===== config.mk =====
export PLATFORM = sky130hd
export DESIGN_NAME = vend_seq_ctrl
export DESIGN_NICKNAME = d
export VERILOG_FILES = /design/src/rtl/vend_seq_ctrl.sv
export SDC_FILE = /design/constraint.sdc
export NUM_CORES = 1
export LEC_CHECK = 0
export ABC_AREA = 1
export CAP_MARGIN = 10
export CORE_AREA = 5 5 68 64
export DETAILED_ROUTE_END_ITERATION = 16
export DIE_AREA = 0 0 73 69
export GPL_ROUTABILITY_DRIVEN = 0
export PLACE_DENSITY = 0.77
export SYNTH_ARGS = -nofsm -noshare
export SYNTH_HDL_FRONTEND = slang
export SYNTH_SLANG_ARGS = --single-unit

===== constraint.sdc =====
create_clock -name clk -period 1.9 [get_ports clk]
set_input_delay 0.38 -clock clk [delete_from_list [all_inputs] [get_ports clk]]
set_output_delay 0.38 -clock clk [all_outputs]
set_load 0.01 [all_outputs]

===== src/rtl/vend_seq_ctrl.sv =====
// vend_seq_ctrl: four-product vending controller with coin credit, dispense handshake and coin-by-coin change return
module vend_seq_ctrl #(
  parameter int PRICE      = 4,
  parameter int MAX_CREDIT = 9,
  parameter int STOCK_INIT = 3
) (
  input  logic       clk,
  input  logic       rst,
  input  logic       coin_valid,
  input  logic [1:0] coin_val,
  output logic       coin_ready,
  output logic       coin_reject,
  input  logic       sel_valid,
  input  logic [1:0] sel_id,
  output logic       sel_err,
  input  logic       cancel,
  input  logic       restock,
  output logic       disp_req,
  output logic [1:0] disp_id,
  input  logic       disp_done,
  output logic       chg_req,
  input  logic       chg_ack,
  output logic [3:0] credit,
  output logic [3:0] sold_out,
  output logic       busy
);
  typedef enum logic [1:0] {IDLE, DISPENSE, CHANGE} state_t;
  state_t     state_q, state_d;
  logic [3:0] credit_q, credit_d;
  logic [3:0] stock_q [4];
  logic [3:0] stock_d [4];
  logic [1:0] disp_id_q, disp_id_d;
  logic       coin_reject_q, coin_reject_d, sel_err_q, sel_err_d;
  logic [4:0] sum;
  logic       coin_ok, sel_ok;
  assign coin_ready  = (state_q == IDLE) && !sel_valid && !cancel && !restock;
  assign sum         = {1'b0, credit_q} + {3'b0, coin_val};
  assign coin_ok     = coin_ready && (coin_val == 2'd1 || coin_val == 2'd2) && sum <= 5'(MAX_CREDIT);
  assign sel_ok      = credit_q >= 4'(PRICE) && stock_q[sel_id] != 4'd0;
  assign coin_reject = coin_reject_q;
  assign sel_err     = sel_err_q;
  assign disp_req    = state_q == DISPENSE;
  assign chg_req     = state_q == CHANGE;
  assign busy        = state_q != IDLE;
  assign disp_id     = disp_id_q;
  assign credit      = credit_q;
  always_comb
    for (int i = 0; i < 4; i++) sold_out[i] = stock_q[i] == 4'd0;
  // restock and cancel claim the cycle even when they have nothing to do
  always_comb begin
    state_d       = state_q;
    credit_d      = credit_q;
    stock_d       = stock_q;
    disp_id_d     = disp_id_q;
    coin_reject_d = coin_valid && !coin_ok;
    sel_err_d     = 1'b0;
    case (state_q)
      IDLE:
        if (restock)
          for (int i = 0; i < 4; i++) stock_d[i] = 4'(STOCK_INIT);
        else if (cancel)
          state_d = credit_q != 4'd0 ? CHANGE : IDLE;
        else if (sel_valid) begin
          if (sel_ok) begin
            credit_d        = credit_q - 4'(PRICE);
            stock_d[sel_id] = stock_q[sel_id] - 4'd1;
            disp_id_d       = sel_id;
            state_d         = DISPENSE;
          end else
            sel_err_d = 1'b1;
        end else if (coin_ok)
          credit_d = sum[3:0];
      DISPENSE:
        if (disp_done) state_d = credit_q != 4'd0 ? CHANGE : IDLE;
      CHANGE:
        if (chg_ack) begin
          credit_d = credit_q != 4'd0 ? credit_q - 4'd1 : 4'd0;
          state_d  = credit_q <= 4'd1 ? IDLE : CHANGE;
        end
      default: state_d = IDLE;
    endcase
  end
  always_ff @(posedge clk)
    if (rst) begin
      state_q       <= IDLE;
      credit_q      <= 4'd0;
      for (int i = 0; i < 4; i++) stock_q[i] <= 4'(STOCK_INIT);
      disp_id_q     <= 2'd0;
      coin_reject_q <= 1'b0;
      sel_err_q     <= 1'b0;
    end else begin
      state_q       <= state_d;
      credit_q      <= credit_d;
      stock_q       <= stock_d;
      disp_id_q     <= disp_id_d;
      coin_reject_q <= coin_reject_d;
      sel_err_q     <= sel_err_d;
    end
endmodule


==> summary.md <==
| Metric | Value |
|---|---|
| Status | `finished with violations` |
| Failing checks | `setup timing` |
| Kind of cell adding the most delay to the critical path | `buffers and inverters` |
| Die area | `0.00504 mm²` |
| Crit path launch type | `input pin` |
| Via/cell ratio | `5.35` |
| Setup violation total in the final timing report | `1` |
| Leakage | `approximately 1.2 nW` |
| Residual DRC | `0` |
| Mapped Area | `0.00186 mm²` |
| Sequential fraction of the synthesis area | `28.0%` |
| R2r setup slk | `0.06 ns` |
| Layout cells sized above 1 | `between 20% and 30%` |
| Final #Nets | `355` |
| Root buf cell | `clkbuf_8` |
| DP Wirelength | `3.84 mm` |
| Antenna diode count | `0` |
| Synth cell types | `34` |
| #FFs+latches synth | `26` |
| FF+latch area | `523 µm²` |
| MaxCap Viol Count | `0` |
| Max VDD drop | `0.407 mV` |
| RSZ-0062 raised after global routing | `true` |
| Drt total wl | `5.51 mm` |
| Largest net degree at the start of global routing | `16` |
| Num ports | `28` |
| Pre-antenna DRT Iters | `4` |
| Fin crit share | `100%` |
| Post-route minimum period | `1.90 ns` |
| Routed len/inst | `14.5 µm` |
| Synthesized area per cell | `6.84 µm²` |
| Worst-path clk slew | `0.09 ns` |
| Pwr dens | `591 mW/mm²` |
| Clk_lat worst skew | `0.27 ns` |
| Vias in the first global route | `between 1.5k and 2k` |
| Crit Path Max Fanout | `4` |
| Fillers | `roughly 300` |
| Max stage delay on crit path | `0.44 ns` |
| First-pass GRT wire length | `8.87 mm` |
| FP Rows | `21` |
| Vias | `roughly 2k` |
| Global Route Usage Sum | `21.4%` |
| Layout Area Growth over Synthesis | `38.2%` |
| Hold WC Path Type | `reg -> reg` |
| Clock tree buffer depth | `2` |
| CP required | `2.09 ns` |
| Worst path arrival time | `2.09 ns` |
| Starting density of the core | `52.1%` |
| Synth warn | `0` |
| Worst Skew | `0.00875 ns` |
| Kind of critical path | `in -> reg` |
| Clk sink count | `26` |
| F_max | `0.526 GHz` |
| Multi-input gate area | `0.00126 mm²` |
| Kind of end point of the critical path | `flip-flop` |
| Syn nets | `291` |
| Antenna violations before repair | `0` |
| Htree depth | `1` |
| Slew margin rel. | `68.2%` |
| Pre-CTS setup slack | `-0.504 ns` |
| CTS Buf Count | `3` |
| Die W | `~73 µm` |
| Die extent in y | `~70 µm` |
| Hold WS | `0.473 ns` |
| Core Area | `0.00357 mm²` |
| Final Slew Violations | `0` |
| CP Cell Sequence | `clkdlybuf4s50_1, buf_4, nor2_1, a21oi_1, nor2_1, nand2_4, buf_4, a21oi_2` |
| DRT antenna net count | `0` |
| Final Worst Setup Slack | `-0.00233 ns` |
| Least-Margin Pin Slew | `between 0.4 and 0.5 ns` |
| CTS tree | `built` |
| Sum of buffers and inverters on the critical path | `3` |
| Global route total overflow | `0` |
| Cells after Synth | `272` |
| 1st-iter DRT viols | `approximately 180` |
| I/O Buffers | `27` |
| Crit-path slowest cell | `clkdlybuf4s50_1` |
| Final Hold Viols | `0` |
==> flip-flops by register name, summed over array words and instances (netlist names) <==
register,count
stock_q,16
credit,4
disp_id,2
state_q,2
coin_reject,1
sel_err,1
==> cells in the final DEF (no fill, tap or decap), types with 2 or more instances in the layout <==
master and n:
or2_2 2, a21oi_1 13, nor2_1 25, o21ai_2 3
dfxtp_1 24, nor2_8 2, dlygate4sd2_1 4, nor4_1 4
dfxtp_2 2, nand3_4 2, clkdlybuf4s50_1 19, a21oi_2 9
nand2_4 9, buf_4 36, nand3_2 3, o21ai_0 5
nand2_1 70, inv_1 22, nor2_2 6, nand2_2 4
o211ai_1 2, inv_2 3, clkbuf_8 3, ha_1 4
clkinv_1 2, nand4_1 4, dlymetal6s2s_1 2, nand3_1 35
==> layout make-up <==
type | instances | share of cell area (%)
Timing Repair Buffer | 64 | 21.3
Clock buffer | 3 | 1.61
Multi-Input combinational cell | 213 | 49.2
Tap cell | 46 | 2.24
Clock inverter | 1 | 1.17
Sequential cell | 26 | 20.3
Inverter | 28 | 4.18
==> timing repair <==
action,CTS,global route
hold buffers,0,0
endpoints found under the setup margin,24,9
setup buffers,1,2
gates cloned,2,0
gates resized for setup,20,17
pin swaps,5,5
==> metal layers <==
layer | wire (µm) | GRT usage [%] | vias to the layer above | share of wire, %
li1 | - | - | 1022 | -
met1 | 2320 | 29.6 | 925 | 42
met2 | 2700 | 33.8 | 88 | 49
met3 | 449 | 4.22 | 4 | 8.1
met4 | 38 | 5.33 | 0 | 0.69
met5 | 0 | 0 | - | 0
==> tightest hold or removal path: cells and delay by family (launching register included) <==
kind / cells / cell delay (ns)
compound gates: 1 / 0.05
flops: 1 / 0.33
buf+inv: 1 / 0.05
==> worst paths after layout <==
check,from,end,cells past startpoint
worst max-delay path,cancel,credit[0],8
worst min-delay path,disp_id[1],disp_id[1],2
worst max register to register,credit[0],coin_reject,10
worst min register to register,disp_id[1],disp_id[1],2
==> through the flow <==
stage | util, % | area [µm²] | total power, mW | instances | TNS (ns)
4_1_cts | 70.4 | 2520 | 1.50 | 379 | 0
6_report | 72.0 | 2570 | 1.52 | 381 | -0.00233
2_1_floorplan | - | 1860 | 0.862 | 272 | 0
3_5_place_dp | 66.5 | 2380 | 1.02 | 372 | -11.30
5_1_grt | 72.0 | 2570 | 1.59 | 381 | -0.0523
3_3_place_gp | 66.5 | 2380 | 1.02 | 372 | -9.85
==> Yosys cell counts (all sizes together) <==
cell type,instances,area share [%]
nor4,4,1.3
o21ai,8,2.2
buf,5,3.2
clkinv,2,0.40
a21oi,22,7.5
dfxtp,26,28
ha,6,4.0
o21a,1,0.40
or2,3,1.1
xor2,1,0.47
inv,26,5.4
o211ai,2,0.81
a32o,1,0.54
nor3,1,0.27
nand2,82,20
clkbuf,2,0.40
nand4,4,1.3
nor2,34,9.4
nand3b,1,0.40
fa,1,1.1
nand3,40,12
==> where the power goes <==
| group | internal, mW | switching [mW] | total, mW | leakage [nW] |
|---|---|---|---|---|
| sequential | 0.573 | 0.0257 | 0.598 | 0.213 |
| clock | 0.282 | 0.174 | 0.456 | 0.0357 |
| combinational | 0.202 | 0.264 | 0.466 | 0.959 |
| total | 1.06 | 0.464 | 1.52 | 1.21 |
==> cells by family (layout without fill, tap and decap cells) <==
kind of cell               Yosys count  in the layout  synth area share, %
AOI/OAI and AO/OA                   34             34                 11.4
xor gates and xnor gates             1              1                0.471
adders and majority gates            7              7                 5.11
buffers and inverters               35             96                 9.35
DFF                                 26             26                 28.0
and+or+nand+nor                    169            171                 45.7
(Power assumes the default switching activity.)
